===== config.mk =====
export PLATFORM = sky130hd
export DESIGN_NAME = gyms16_cpu
export DESIGN_NICKNAME = d
export VERILOG_FILES = /design/src/rtl/gyms16_cpu.sv
export SDC_FILE = /design/constraint.sdc
export NUM_CORES = 1
export LEC_CHECK = 0
export ABC_AREA = 1
export CAP_MARGIN = 10
export CORE_MARGIN = 5
export CORE_UTILIZATION = 40
export DETAILED_ROUTE_END_ITERATION = 6
export PLACE_DENSITY = 0.57
export SYNTH_ARGS = -nofsm -noshare
export SYNTH_HDL_FRONTEND = slang
export SYNTH_SLANG_ARGS = --single-unit
export TNS_END_PERCENT = 10

===== constraint.sdc =====
create_clock -name clock -period 1.7 [get_ports clock]
set_input_delay 0.34 -clock clock [delete_from_list [all_inputs] [get_ports clock]]
set_output_delay 0.34 -clock clock [all_outputs]
set_load 0.02 [all_outputs]

===== src/rtl/gyms16_cpu.sv =====
// GYMS-16: 16-bit, 5-stage pipelined CPU.
// Harvard IM/DM, full forwarding, load-use stall, branches resolved in EX.
package gyms16_pkg;
  typedef struct packed {
    logic [15:0] ir;
    logic [15:0] pc;
    logic        err;
  } if_id_t;

  typedef struct packed {
    logic [3:0]  op;
    logic [2:0]  rd;
    logic [2:0]  sa;
    logic [2:0]  sb;
    logic [15:0] a;
    logic [15:0] b;
    logic [15:0] imm;
    logic [15:0] pc;
    logic        wen;
    logic        err;
  } id_ex_t;

  typedef struct packed {
    logic [3:0]  op;
    logic [2:0]  rd;
    logic        wen;
    logic [15:0] res;
    logic [15:0] sd;
    logic        err;
  } ex_mem_t;

  typedef struct packed {
    logic [2:0]  rd;
    logic        wen;
    logic        zupd;
    logic        halt;
    logic [15:0] res;
    logic        err;
  } mem_wb_t;
endpackage

module gyms16_imem #(
  parameter int DEPTH = 256,
  parameter int AW    = $clog2(DEPTH)
) (
  input  logic          i_clk,
  input  logic          i_we,
  input  logic [AW-1:0] i_waddr,
  input  logic [15:0]   i_wdata,
  input  logic [AW-1:0] i_raddr,
  output logic [15:0]   o_rdata
);
  logic [15:0] instruction_memory [0:DEPTH-1];

  // spare write port; programs normally arrive by backdoor
  always_ff @(posedge i_clk)
    if (i_we) instruction_memory[i_waddr] <= i_wdata;

  assign o_rdata = instruction_memory[i_raddr];
endmodule

module gyms16_datapath #(
  parameter int IM_DEPTH = 256,
  parameter int DM_DEPTH = 256
) (
  input  logic i_clk,
  input  logic i_rst_n,
  output logic o_zero,
  output logic o_err
);
  import gyms16_pkg::*;

  localparam int IAW = $clog2(IM_DEPTH);
  localparam int DAW = $clog2(DM_DEPTH);
  localparam logic [15:0] IMD = 16'(IM_DEPTH);
  localparam logic [15:0] DMD = 16'(DM_DEPTH);
  localparam logic [3:0] OP_LW   = 4'h9;
  localparam logic [3:0] OP_SW   = 4'hA;
  localparam logic [3:0] OP_BEQ  = 4'hB;
  localparam logic [3:0] OP_JMP  = 4'hC;
  localparam logic [3:0] OP_HALT = 4'hF;

  logic [15:0] r_pc;
  if_id_t      r_ifid, w_ifid;
  id_ex_t      r_idex, w_idex;
  ex_mem_t     r_exmem, w_exmem;
  mem_wb_t     r_memwb, w_memwb;
  logic [15:0] r_rf [0:7];
  logic [15:0] r_dm [0:DM_DEPTH-1];
  logic        r_halted, r_zero, r_err;
  logic [15:0] w_imem;

  gyms16_imem #(.DEPTH(IM_DEPTH)) IM (
    .i_clk  (i_clk),
    .i_we   (1'b0),
    .i_waddr('0),
    .i_wdata('0),
    .i_raddr(r_pc[IAW-1:0]),
    .o_rdata(w_imem)
  );

  logic        w_ferr;
  logic [3:0]  w_op;
  logic [2:0]  w_rd, w_rs1, w_rs2, w_sa, w_sb;
  logic        w_ua, w_ub, w_wr, w_stall;
  logic [15:0] w_imm, w_ra, w_rb;

  assign w_ferr = r_pc >= IMD;
  assign w_op   = r_ifid.ir[15:12];
  assign w_rd   = r_ifid.ir[11:9];
  assign w_rs1  = r_ifid.ir[8:6];
  assign w_rs2  = r_ifid.ir[5:3];

  // fetch: out-of-range PC becomes a faulting HALT
  always_comb begin
    w_ifid.ir  = w_ferr ? {OP_HALT, 12'h000} : w_imem;
    w_ifid.pc  = r_pc;
    w_ifid.err = w_ferr;
  end

  // decode: operand usage, writeback enable, immediate
  always_comb begin
    w_ua  = 1'b0;
    w_ub  = 1'b0;
    w_wr  = 1'b0;
    w_imm = {{10{r_ifid.ir[5]}}, r_ifid.ir[5:0]};
    unique case (1'b1)
      (w_op >= 4'h1 && w_op <= 4'h7),
      (w_op == 4'hE): begin
        w_ua = 1'b1; w_ub = 1'b1; w_wr = 1'b1;
      end
      (w_op == 4'h8),
      (w_op == OP_LW): begin
        w_ua = 1'b1; w_wr = 1'b1;
      end
      (w_op == OP_SW),
      (w_op == OP_BEQ): begin
        w_ua = 1'b1; w_ub = 1'b1;
      end
      (w_op == OP_JMP):
        w_imm = {{4{r_ifid.ir[11]}}, r_ifid.ir[11:0]};
      (w_op == 4'hD): begin
        w_wr  = 1'b1;
        w_imm = {r_ifid.ir[8:0], 7'b0};
      end
      default: ;
    endcase
  end

  // SW/BEQ take their second source from the rd field
  assign w_sa = w_ua ? w_rs1 : 3'd0;
  assign w_sb = !w_ub ? 3'd0 :
    (w_op == OP_SW || w_op == OP_BEQ) ? w_rd : w_rs2;

  assign w_ra = (w_sa == 3'd0) ? 16'd0 :
    (r_memwb.wen && r_memwb.rd == w_sa) ? r_memwb.res : r_rf[w_sa];
  assign w_rb = (w_sb == 3'd0) ? 16'd0 :
    (r_memwb.wen && r_memwb.rd == w_sb) ? r_memwb.res : r_rf[w_sb];

  assign w_stall = r_idex.op == OP_LW && r_idex.wen &&
    (r_idex.rd == w_sa || r_idex.rd == w_sb);

  // ID/EX bundle
  always_comb begin
    w_idex.op  = w_op;
    w_idex.rd  = w_rd;
    w_idex.sa  = w_sa;
    w_idex.sb  = w_sb;
    w_idex.a   = w_ra;
    w_idex.b   = w_rb;
    w_idex.imm = w_imm;
    w_idex.pc  = r_ifid.pc;
    w_idex.wen = w_wr && (w_rd != 3'd0);
    w_idex.err = r_ifid.err;
  end

  logic [15:0] w_fa, w_fb, w_alu, w_addr, w_tgt;
  logic        w_taken, w_aerr, w_mem;

  assign w_fa =
    (r_exmem.wen && r_exmem.rd == r_idex.sa) ? r_exmem.res :
    (r_memwb.wen && r_memwb.rd == r_idex.sa) ? r_memwb.res : r_idex.a;
  assign w_fb =
    (r_exmem.wen && r_exmem.rd == r_idex.sb) ? r_exmem.res :
    (r_memwb.wen && r_memwb.rd == r_idex.sb) ? r_memwb.res : r_idex.b;

  assign w_addr  = w_fa + r_idex.imm;
  assign w_tgt   = r_idex.pc + 16'd1 + r_idex.imm;
  assign w_mem   = r_idex.op == OP_LW || r_idex.op == OP_SW;
  assign w_aerr  = w_mem && (w_addr >= DMD);
  assign w_taken = (r_idex.op == OP_BEQ && w_fa == w_fb) ||
                   r_idex.op == OP_JMP;

  // execute
  always_comb begin
    w_alu = '0;
    unique case (r_idex.op)
      4'h1:    w_alu = w_fa + w_fb;
      4'h2:    w_alu = w_fa - w_fb;
      4'h3:    w_alu = w_fa & w_fb;
      4'h4:    w_alu = w_fa | w_fb;
      4'h5:    w_alu = w_fa ^ w_fb;
      4'h6:    w_alu = w_fa << w_fb[3:0];
      4'h7:    w_alu = w_fa >> w_fb[3:0];
      4'h8, OP_LW, OP_SW:
               w_alu = w_addr;
      4'hD:    w_alu = r_idex.imm;
      4'hE:    w_alu = {15'd0, $signed(w_fa) < $signed(w_fb)};
      default: w_alu = '0;
    endcase
    w_exmem.op  = r_idex.op;
    w_exmem.rd  = r_idex.rd;
    w_exmem.wen = r_idex.wen;
    w_exmem.res = w_alu;
    w_exmem.sd  = w_fb;
    w_exmem.err = r_idex.err | w_aerr;
  end

  // memory access; faulting loads return 0
  always_comb begin
    w_memwb.rd   = r_exmem.rd;
    w_memwb.wen  = r_exmem.wen;
    w_memwb.zupd = r_exmem.op inside {[4'h1:4'h9], 4'hD, 4'hE};
    w_memwb.halt = r_exmem.op == OP_HALT;
    w_memwb.err  = r_exmem.err;
    w_memwb.res  = r_exmem.res;
    if (r_exmem.op == OP_LW)
      w_memwb.res = r_exmem.err ? 16'd0 : r_dm[r_exmem.res[DAW-1:0]];
  end

  // PC and pipeline registers: stall, flush, halt freeze
  always_ff @(posedge i_clk or negedge i_rst_n) begin
    if (!i_rst_n) begin
      r_pc    <= '0;
      r_ifid  <= '0;
      r_idex  <= '0;
      r_exmem <= '0;
      r_memwb <= '0;
    end else begin
      if (!r_halted) begin
        if (w_taken)       r_pc <= w_tgt;
        else if (!w_stall) r_pc <= r_pc + 16'd1;
      end
      if (w_taken || r_halted) r_ifid <= '0;
      else if (!w_stall)       r_ifid <= w_ifid;
      r_idex  <= (w_taken || w_stall) ? '0 : w_idex;
      r_exmem <= w_exmem;
      r_memwb <= w_memwb;
    end
  end

  // register file write at WB
  always_ff @(posedge i_clk or negedge i_rst_n) begin
    if (!i_rst_n) begin
      for (int i = 0; i < 8; i++) r_rf[i] <= '0;
    end else if (r_memwb.wen) begin
      r_rf[r_memwb.rd] <= r_memwb.res;
    end
  end

  // data memory write at MEM, suppressed on address fault
  always_ff @(posedge i_clk or negedge i_rst_n) begin
    if (!i_rst_n) begin
      for (int i = 0; i < DM_DEPTH; i++) r_dm[i] <= '0;
    end else if (r_exmem.op == OP_SW && !r_exmem.err) begin
      r_dm[r_exmem.res[DAW-1:0]] <= r_exmem.sd;
    end
  end

  // retire-time status: zero, sticky error, halt
  always_ff @(posedge i_clk or negedge i_rst_n) begin
    if (!i_rst_n) begin
      r_zero   <= 1'b0;
      r_err    <= 1'b0;
      r_halted <= 1'b0;
    end else begin
      if (r_memwb.zupd) r_zero   <= r_memwb.res == 16'd0;
      if (r_memwb.err)  r_err    <= 1'b1;
      if (r_memwb.halt) r_halted <= 1'b1;
    end
  end

  assign o_zero = r_zero;
  assign o_err  = r_err;
endmodule

module gyms16_cpu #(
  parameter int IM_DEPTH = 256,
  parameter int DM_DEPTH = 256
) (
  input  logic clock,
  input  logic reset,
  output logic zero_flag,
  output logic error_flag
);
  gyms16_datapath #(
    .IM_DEPTH(IM_DEPTH),
    .DM_DEPTH(DM_DEPTH)
  ) DATA (
    .i_clk  (clock),
    .i_rst_n(reset),
    .o_zero (zero_flag),
    .o_err  (error_flag)
  );
endmodule


# After elaboration in Yosys (flattened, before gate mapping)
# Index checks and enable logic that the tools add are counted.
dict set report word_totals {
  wordCells 432
  register_bits 4419
  out_inout_bits 2
  inputBits 2
}
dict set report op_classes {
  n_eq_ne 37
  n_addsub 6
  reduce_logical 33
  order_cmp 13
  n_bitwise 9
  shifts 2
  muxes 39
}
# cell n
set ops {}
lappend ops {{bitwise mux 4096 bit} 1}
lappend ops {{2-to-1 mux 16 bit} 21}
lappend ops {{case mux 16 bit (10 select lines)} 1}
lappend ops {{binary-select mux 16 bit (select 8 bit)} 1}
lappend ops {{bitwise mux 128 bit} 1}
lappend ops {{demux 16 bit (select 8 bit)} 1}
lappend ops {{binary-select mux 16 bit (select 3 bit)} 2}
lappend ops {{2-to-1 mux 79 bit} 1}
lappend ops {{equality test 4 bit, second input constant} 19}
lappend ops {{2-to-1 mux 33 bit} 2}
lappend ops {{adder 16 bit} 3}
lappend ops {{demux 16 bit (select 3 bit)} 1}
lappend ops {{adder 16 x 1 -> 16 bit, second input constant} 2}
lappend ops {{>= comparator 16 x 9 -> 1 bit, second input constant} 2}
lappend ops {{case mux 16 bit (2 select lines)} 1}
lappend ops {{equality test 3 bit} 8}
lappend ops {{AND 16 bit} 1}
lappend ops {{equality test 16 bit} 1}
lappend ops {{equality test 4 x 3 -> 1 bit, second input constant} 4}
lappend ops {{logical AND 1 bit} 16}
lappend ops {{logical NOT 16 bit} 1}
lappend ops {{less-than comparator 16 bit} 1}
lappend ops {{bitwise OR 16 bit} 1}
lappend ops {{left shift 16 x 4 -> 16 bit} 1}
lappend ops {{28 further kinds} 46}

# Logic depth before layout (Yosys ltp)
dict set report logic_depth {
  depth_word 12
  mapped_depth 7
  ltp_nobuf 7
}

# By module
# Synthesis repeated with hierarchy kept, for this count alone.
dict set report unflattened {
  hier_cells 35906
  area_unflattened_um2 359667.4
}
# mod cells_per_inst instances area_each_um2 seq_area_each_um2
set by_module_without_submodules {}
lappend by_module_without_submodules {gyms16_datapath 22305 1 194281.3 110581.1}
lappend by_module_without_submodules {gyms16_imem 13601 1 165386.1 122998.0}

# Worst setup path after synthesis
# OpenSTA, ideal clock, no wires.
dict set report synth_timing {
  path_kind {register to register}
  from {register DATA.r_pc[0]}
  to {register DATA.r_pc[12]}
  slack_ns 0.467
  synth_period_minus_slack_ns 1.233
  arrival_time_ns 1.120
  required_ns 1.587
  stages_incl_launch_ff 7
  n_path_buf 0
  setup_time_ns 0.113
  path_cell_list {dfrtp_1 -> ha_1 -> nand3_4 -> nor3_4 -> nand3_1 -> nand2_1 -> inv_1}
}
dict set report synth_via {
  elab_chain_len 3
}
# element line_no
set synth_lines {}
lappend synth_lines {{from (decl)} 83} ;# logic [15:0] r_pc;
lappend synth_lines {{from (signal assigned)} 241} ;# if (w_taken) r_pc <= w_tgt;
lappend synth_lines {{from (signal assigned)} 242} ;# else if (!w_stall) r_pc <= r_pc + 16'd1;
lappend synth_lines {{adder 16 x 1 -> 16 bit} 242}
lappend synth_lines {{2-to-1 mux 16 bit} 242}
lappend synth_lines {{2-to-1 mux 16 bit} 241}
# Every way passes these cells. The select of a mux whose other input is x is not followed.
# A chain may end at the register's enable or synchronous reset.

# Worst setup path in the final report
dict set report layout_timing {
  from {register DATA.r_err (netlist: DATA.o_err)}
  to {output error_flag}
}
# element line_no
set layout_rtl {}
lappend layout_rtl {{from (decl)} 90} ;# logic r_halted, r_zero, r_err;
lappend layout_rtl {{from (signal assigned)} 274} ;# r_err <= 1'b0;
lappend layout_rtl {{from (signal assigned)} 278} ;# if (r_memwb.err) r_err <= 1'b1;
lappend layout_rtl {{to (decl)} 294} ;# output logic error_flag
# No word-level cell between the ends.

==> flow_summary.ini <==
[status]
status = finished, final reports clean

[synthesis]
async_flop_share = 1.00
synth_flop_cell = dfrtp_1
syn_nets = 120
syn-instance-count = 116
ys_seq_elements = 26
yosysSeqAreaShare = 0.553
synth_edf_count = 0
synth_cell_types = 27
ys.warnings.count = 0
syn_area_um2 = 1180
syn_area_per_cell_um2 = 10.1

[floorplanning]
io_pins = 4
core_region_area_um2 = 2780
start_util = 0.423
fp-row-count = 19
die_x_um = 64.2
die_area_um2 = 4120
die_h_um = 64.2

[routing]
drc = 0
postRouteAntennaNets = 0
dr_total_vias = 740
drt_iter0_markers = 18
drt_first_pass_iters = 4
wl_per_cell_um = 12.3
drt-vias-per-instance = 4.84
drt-total-wl_mm = 1.88

[power_and_ir_drop]
irDropWorstVdd_v = 0.000388
power.density_nw_per_um2 = 745
p_leak_nw = 0.649
total_power_mw = 0.947

[clocking]
hold_buffers = 0
path_clk_slew_ns = 0.15
clk_latency_ns = 0.32
cts.sinks = 26
clockBufferDepth = 2
postCtsResizedCells = 0
htree_num_levels = 1
cts_buffers = 3
cts_tree = done
cts-root-buf = clkbuf_4
post_cts_buffers = 0

[cells_and_area]
drive_above_1_share = 0.164
final_cell_area_um2 = 1270
diodes = 0
fin_cells = 153
layout-area-overhead-vs-synth_pct = 8.09
final_nets = 127
final_common_cell = nand2_1
final_cell_mix = 27 x nand2_1, 26 x dfrtp_1, 13 x inv_1

[min_path]
hold_class = in -> async

[worst_setup_path]
critPathRequiredTime_ns = 1.36
cp-start-kind = flop
worstSetupPathType = reg -> out
cpMaxStageDelayCell = clkdlybuf4s50_1
path_buf_inv = 1
crit_cells = 1
crit_arrival_ns = 1.29
rr_worst_depth = 6
critPathMaxFanout = 2
cp_cell_sequence = clkdlybuf4s50_1
cpLargestDelayFamily = buffers and inverters
end_kind = output pin
max_stage_delay_ns = 0.60

[global_route]
grt_max_degree = 27
grt_pass1_wl_mm = 3.59
overflow = 0
first_global_vias = 777
grt_usage = 0.107
antenna_found_initial = 0

[placement]
place_area_um2 = 1230
dp.cells = 149
portBuffers = 2
place_congestion = 0.839
dp_hpwl_mm = 1.39

[timing]
timing.final.crit_share = 0.959
holdWs_ns = 0.359
min_period_ns = 1.63
fin_skew_ns = 0.0202
rsz0062_at_grt = no
slew_violations = 0
fmax_mhz = 613
hold_viol_final = 0
setup-violations-final = 0
setup_tns_ns = 0

[job]
maxCapViolCount = 0
-- flip-flops by register name, indices dropped and copies added, names as in the netlist --
name,cells
DATA.o_err,1
DATA.r_ifid,2
DATA.r_pc,16
DATA.r_exmem,2
DATA.r_idex,2
DATA.r_halted,1
DATA.r_memwb,2
-- cell usage after synthesis, drive strengths merged, types with 3 or more instances --
cell	count	area, um^2
nand4	7	58.8
xnor2	3	26.3
nand2	27	101
inv	16	60.1
nand3	6	47.6
dfrtp	26	651
xor2	4	35.0
nor2	12	81.3
-- per-layer routing --
layer	vias up	global-route usage	routed length, um
li1	379	-	-
met3	4	0.0245	60
met1	348	0.155	983
met2	9	0.156	801
met5	-	0	0
met4	0	0.0407	31
-- where the power goes --
| part | leakage, nW | switching (mW) | internal, mW |
|---|---|---|---|
| clock | 0.0210 | 0.181 | 0.131 |
| combinational | 0.280 | 0.0137 | 0.00351 |
| sequential | 0.348 | 0 | 0.619 |
| total | 0.649 | 0.194 | 0.753 |
-- final cells by class --
class / count / area (um^2)
inverters: 16 / 60.1
repair buffers: 3 / 27.5
multi-input cells: 73 / 458
fillers: 258 / 1510
clock buffers: 4 / 36.3
flip-flops and latches: 26 / 651
well taps: 31 / 38.8
-- cells by family after synthesis --
| kind of cell | synth area share |
|---|---|
| and+or+nand+nor | 0.293 |
| other | 0.00319 |
| xor gates and xnor gates | 0.0521 |
| adders and majority gates | 0.0213 |
| buffers and inverters | 0.0575 |
| DFF | 0.553 |
| AOI/OAI and AO/OA | 0.0202 |
-- per-stage QoR --
step / worst slack [ns] / util
2_1_floorplan: 0.467 / -
3_3_place_gp: 0.412 / 0.444
3_5_place_dp: 0.375 / 0.444
4_1_cts: 0.0564 / 0.457
5_1_grt: 0.0190 / 0.457
6_report: 0.0699 / 0.457
-- path summary, 6_finish.rpt --
path | startpoint | endpoint | slack (ns)
max | DATA.o_err | error_flag | 0.07
min | reset | DATA.r_pc[11] | 0.36
max reg2reg | DATA.r_pc[0] | DATA.r_pc[12] | 0.39
min reg2reg | DATA.r_ifid[31] | DATA.r_idex[77] | 0.37
max in group asynchronous | reset | DATA.r_pc[6] | 1.08
min in group clock | DATA.r_ifid[31] | DATA.r_idex[77] | 0.37
(Power assumes the default switching activity.)
==> RTL edit 1, RTL diff (same settings) <==
`DM_DEPTH` is set to 256 in 2 places; all go to 1024.
--- a/src/rtl/gyms16_cpu.sv
+++ b/src/rtl/gyms16_cpu.sv
@@ -63,3 +63,3 @@
   parameter int IM_DEPTH = 256,
-  parameter int DM_DEPTH = 256
+  parameter int DM_DEPTH = 1024
 ) (
@@ -288,3 +288,3 @@
   parameter int IM_DEPTH = 256,
-  parameter int DM_DEPTH = 256
+  parameter int DM_DEPTH = 1024
 ) (
Function: not settled (the Yosys comparison gave no result); the edit may change what the design does.
==> RTL edit 1 against the original RTL <==
- maximum frequency increased by 1.1%
- sequential cell count unchanged
- area after synthesis decreased by 3.5%
- total power increased by 11%
- combinational power decreased by 2%
- routed wire length decreased by 10%
- final area decreased by 2.0%
- clock power increased by 34%
- setup slack improved by 18 ps
- critical path type unchanged
- largest power group unchanged
==> RTL edit 1: results (changes against the original RTL) <==
* Post-DP HPWL at 1.25 mm (-10%)
* Leak at 0.619 nW (-4.5%)
* DR iter-0 viols at 27 (+9)
* Sequential area share after synthesis at 0.573 (+0.0201)
* Switching Fraction at 0.183 (-0.0227)
* M3 GR Usage at 0.0231 (-0.00143)
* Period Utilization, post-route at 0.948 (-0.0108)
* Routed wire length at 1.69 mm (-10%)
* Gpl congestion at 0.737 (-12%)
* DR vias/cell at 4.94 (+2.1%)
* Met1 Use GR at 0.130 (-0.0248)
* IO Port Bufs at 2 (unchanged)
* Met2 wire length at 759 microns (-5.2%)
* Synth cell count leaders: 26 x dfrtp_1, 26 x nand2_1, 12 x inv_1
* Number of flip-flops in the largest register at 16 (unchanged)
* DP Area at 0.00119 sq mm (-3.3%)
* Status: completed
* M1 WL at 852 microns (-13%)
* Uppermost layer routed: met4
* Yosys cell types at 24 (-11%)
* Clock skew at 4.77 ps (-15.4 ps)
* R2R Path End: DATA.r_pc[12]$_DFFE_PN0N_
* Crit-path max cell delay at 600 ps (about the same)
* Clk slew on worst S/H paths at ~140 ps
* Clock-net power at 0.000417 W (+34%)
* Met2 usage at 0.142 (-0.0135)
* Sequential Power Share at 0.588 (-0.065)
* Tot GR Track Use at 0.0948 (-0.0125)
* Syn_nets at 115 (-4.2%)
* Final net count at 122 (-3.9%)
* Layout cells sized above 1 at 0.154 (-0.0101)
* Vias in the first global route at 665 (-14%)
* Worst VDD drop at 0.623 mV (+61%)
* Data arrival time of the critical path at 1270 ps (-20 ps)
* First-pass GRT wire length at 3.06 mm (-15%)
* Pwr dens at 844 mW/mm^2 (+13%)
==> RTL edit 1: cell types whose count changed after synthesis, sizes merged <==
cell,change
inv,-2
nand4,-2
nor2,-1
nor3,-1
nor4,+1
o21ai,-1
xor2,+1
==> RTL edit 1: kinds of logic after synthesis <==
family                     count (synthesis)  share of synthesized area
AOI/OAI and AO/OA                          3                     0.0154
DFF                                       26                      0.573
xor gates and xnor gates                   8                     0.0617
and+or+nand+nor                           56                      0.271
buffers and inverters                     15                     0.0529
adders and majority gates                  2                     0.0220
other                                      1                    0.00330
==> RTL edit 1: worst min-delay path by stage <==
stage	startpoint	depth (start not counted)	slack (ps)	endpoint
floorplan	reset	0	40	DATA.o_err$_DFFE_PN0P_
global placement	DATA.r_ifid[0]$_DFF_PN0_	0	330	DATA.r_idex[0]$_DFF_PN0_
detailed placement	DATA.r_exmem[0]$_DFF_PN0_	0	340	DATA.r_memwb[0]$_DFF_PN0_
CTS	reset	2	370	DATA.r_pc[1]$_DFFE_PN0N_
global route	reset	2	390	DATA.r_pc[6]$_DFFE_PN0N_
finish	reset	2	370	DATA.r_pc[1]$_DFFE_PN0N_
==> RTL edit 1: metrics by stage <==
stage | utilization | hold WS, ps | instances
6_report | 0.456 | 366 | 148
5_1_grt | 0.456 | 387 | 148
4_1_cts | 0.456 | 372 | 148
3_5_place_dp | 0.437 | 344 | 144
3_3_place_gp | 0.437 | 334 | 144
2_1_floorplan | - | 44.4 | 111
==> RTL edit 1: area by class of cell <==
cell class | instances | area (sq um) | area share
clock buffers | 3 | 22.5 | 0.0181
flip-flops and latches | 26 | 651 | 0.522
clock inverters | 1 | 30.0 | 0.0241
repair buffers | 3 | 27.5 | 0.0221
well taps | 31 | 38.8 | 0.0311
multi-input cells | 70 | 424 | 0.340
inverters | 14 | 52.6 | 0.0422
==> RTL edit 2, RTL diff (same flow settings) <==
Without the edit above. Put a register stage on the output `error_flag`. The value now appears one clock later. The other outputs are not delayed to match.
--- a/src/rtl/gyms16_cpu.sv
+++ b/src/rtl/gyms16_cpu.sv
@@ -295,2 +295,4 @@
 );
+
+  logic error_flag_d;
   gyms16_datapath #(
@@ -302,4 +304,8 @@
     .o_zero (zero_flag),
-    .o_err  (error_flag)
+    .o_err  (error_flag_d)
   );
+  always_ff @(posedge clock) begin
+      error_flag <= error_flag_d;
+  end
+
 endmodule
Function: not settled (the Yosys comparison gave no result); the edit may change what the design does.
==> RTL edit 2 against the original RTL <==
- core utilization rose by 0.10 points
- area after synthesis rose by 1.7%
- highest routed layer unchanged
- setup slack improved by 33 ps
- total power fell by 0.74%
- final area rose by 1.1%
- largest cell class unchanged
- sequential cell count rose by 1
- clock power fell by 9.9%
- routed wire length fell by 1.7%
==> RTL edit 2: results (changes against the original RTL) <==
* Status: completed
* Largest area contributor in the netlist: dfrtp_1
* Layout cells sized above 1 at 0.163 (-0.00133)
* Leak at 0.650 nW (+0.16%)
* Crit path max fanout at 1 (-1)
* Top cell family by delay on the critical path: buffers and inverters
* Post-synthesis compound-gate area fraction at 0.0199 (-0.000338)
* Worst VDD drop at 0.420 mV (+8.4%)
* Yosys cell types at 28 (+3.7%)
* Data arrival time of the critical path at 1260 ps (-30 ps)
* Crit-path max cell delay at about 600 ps
* Tot GR Track Use at 0.107 (-0.000851)
* DRT Pass-1 Iters at 4 (unchanged)
* DR vias/cell at 4.84 (+0.16%)
* Syn_nets at 121 (+0.83%)
* Vias in the first global route at 752 (-3.2%)
* DP Area at 0.00125 sq mm (+1.6%)
* Synth Area in Adders at 0.0209 (-0.000356)
* Multiplexer share of the synthesized area at 0 (unchanged)
* Final net count at 128 (+0.79%)
* Largest cells by area after synthesis: dfrtp_1 54%, nand2_1 8.5%, inv_1 4.1%, nand4_1 3.1%, xor2_1 2.9%
* First-pass GRT wire length at 3.33 mm (-7.3%)
* XOR/XNOR Fraction of Synth Area at 0.0513 (-0.000872)
* Routed wire length at 1.85 mm (-1.7%)
* Fraction of registers with async set/reset at 0.963 (-0.0370)
* Sequential area share after synthesis at 0.561 (+0.00748)
* Clock skew at 6.29 ps (-13.9 ps)
* CTS root buf: clkbuf_4
* Post-DP HPWL at 1.39 mm (+0.37%)
* Gpl congestion at 0.783 (-6.7%)
* Fill count at 272 (+5.4%)
* Postcts setup bufs at 0 (unchanged)
* DR iter-0 viols at 29 (+11)
* H-tree depth at 1 (unchanged)
RTL edit 2: cell types whose count changed in the layout (fill, tap and decap cells not counted), sizes merged:
cell and delta:
clkbuf -1, clkinvlp +1, dfxtp +1
RTL edit 2: path summary, 6_finish.rpt:
| path | startpoint | to | slack (ps) | cells after the start |
|---|---|---|---|---|
| worst max-delay path | error_flag$_DFF_P_ | error_flag | 100 | 1 |
| worst min-delay path | reset | DATA.r_memwb[0]$_DFF_PN0_ | 350 | 2 |
| worst max register to register | DATA.r_pc[0]$_DFFE_PN0N_ | DATA.r_pc[12]$_DFFE_PN0N_ | 360 | 6 |
| worst min register to register | DATA.r_idex[0]$_DFF_PN0_ | DATA.r_exmem[0]$_DFF_PN0_ | 370 | 0 |
| max in group asynchronous | reset | DATA.r_pc[6]$_DFFE_PN0N_ | 1110 | 2 |
| min in group clock | DATA.r_idex[0]$_DFF_PN0_ | DATA.r_exmem[0]$_DFF_PN0_ | 370 | 0 |
RTL edit 2: power breakdown:
part | internal (W) | total, W | switching, W
clock | 0.0000901 | 0.000281 | 0.000191
sequential | 0.000642 | 0.000642 | 0
combinational | 0.00000351 | 0.0000169 | 0.0000134
total | 0.000736 | 0.000940 | 0.000205
RTL edit 2: per-stage QoR:
stage | utilization | std cells | setup WS (ps) | hold slack [ps] | total power, W
after floorplan | - | 117 | 467 | 44.4 | 0.000658
after global routing | 0.458 | 154 | 33.4 | 357 | 0.000995
after CTS | 0.458 | 154 | 75.7 | 346 | 0.000960
final | 0.458 | 154 | 103 | 349 | 0.000940
after global placement | 0.447 | 150 | 413 | 332 | 0.000672
after detailed placement | 0.447 | 150 | 370 | 336 | 0.000672
RTL edit 2: cell type report:
cell class	instances	area (sq um)	area share
Clock inverter	1	7.51	0.00584
Inverter	16	60.1	0.0467
Clock buffer	3	22.5	0.0175
Multi-Input combinational cell	73	458	0.356
Tap cell	31	38.8	0.0302
Sequential cell	27	671	0.522
Timing Repair Buffer	3	27.5	0.0214
RTL edit 2: layer usage:
| metal | vias to the layer above | global-route usage | wire [microns] |
|---|---|---|---|
| met4 | 0 | 0.0317 | 23 |
| met1 | 353 | 0.125 | 899 |
| met5 | - | 0 | 0 |
| met2 | 8 | 0.179 | 851 |
| li1 | 380 | - | - |
| met3 | 5 | 0.0432 | 70 |
RTL edit 2: cell families after synthesis:
group | after synthesis
and+or+nand+nor | 59
AOI/OAI and AO/OA | 4
DFF | 27
xor gates and xnor gates | 7
other | 1
buffers and inverters | 17
adders and majority gates | 2
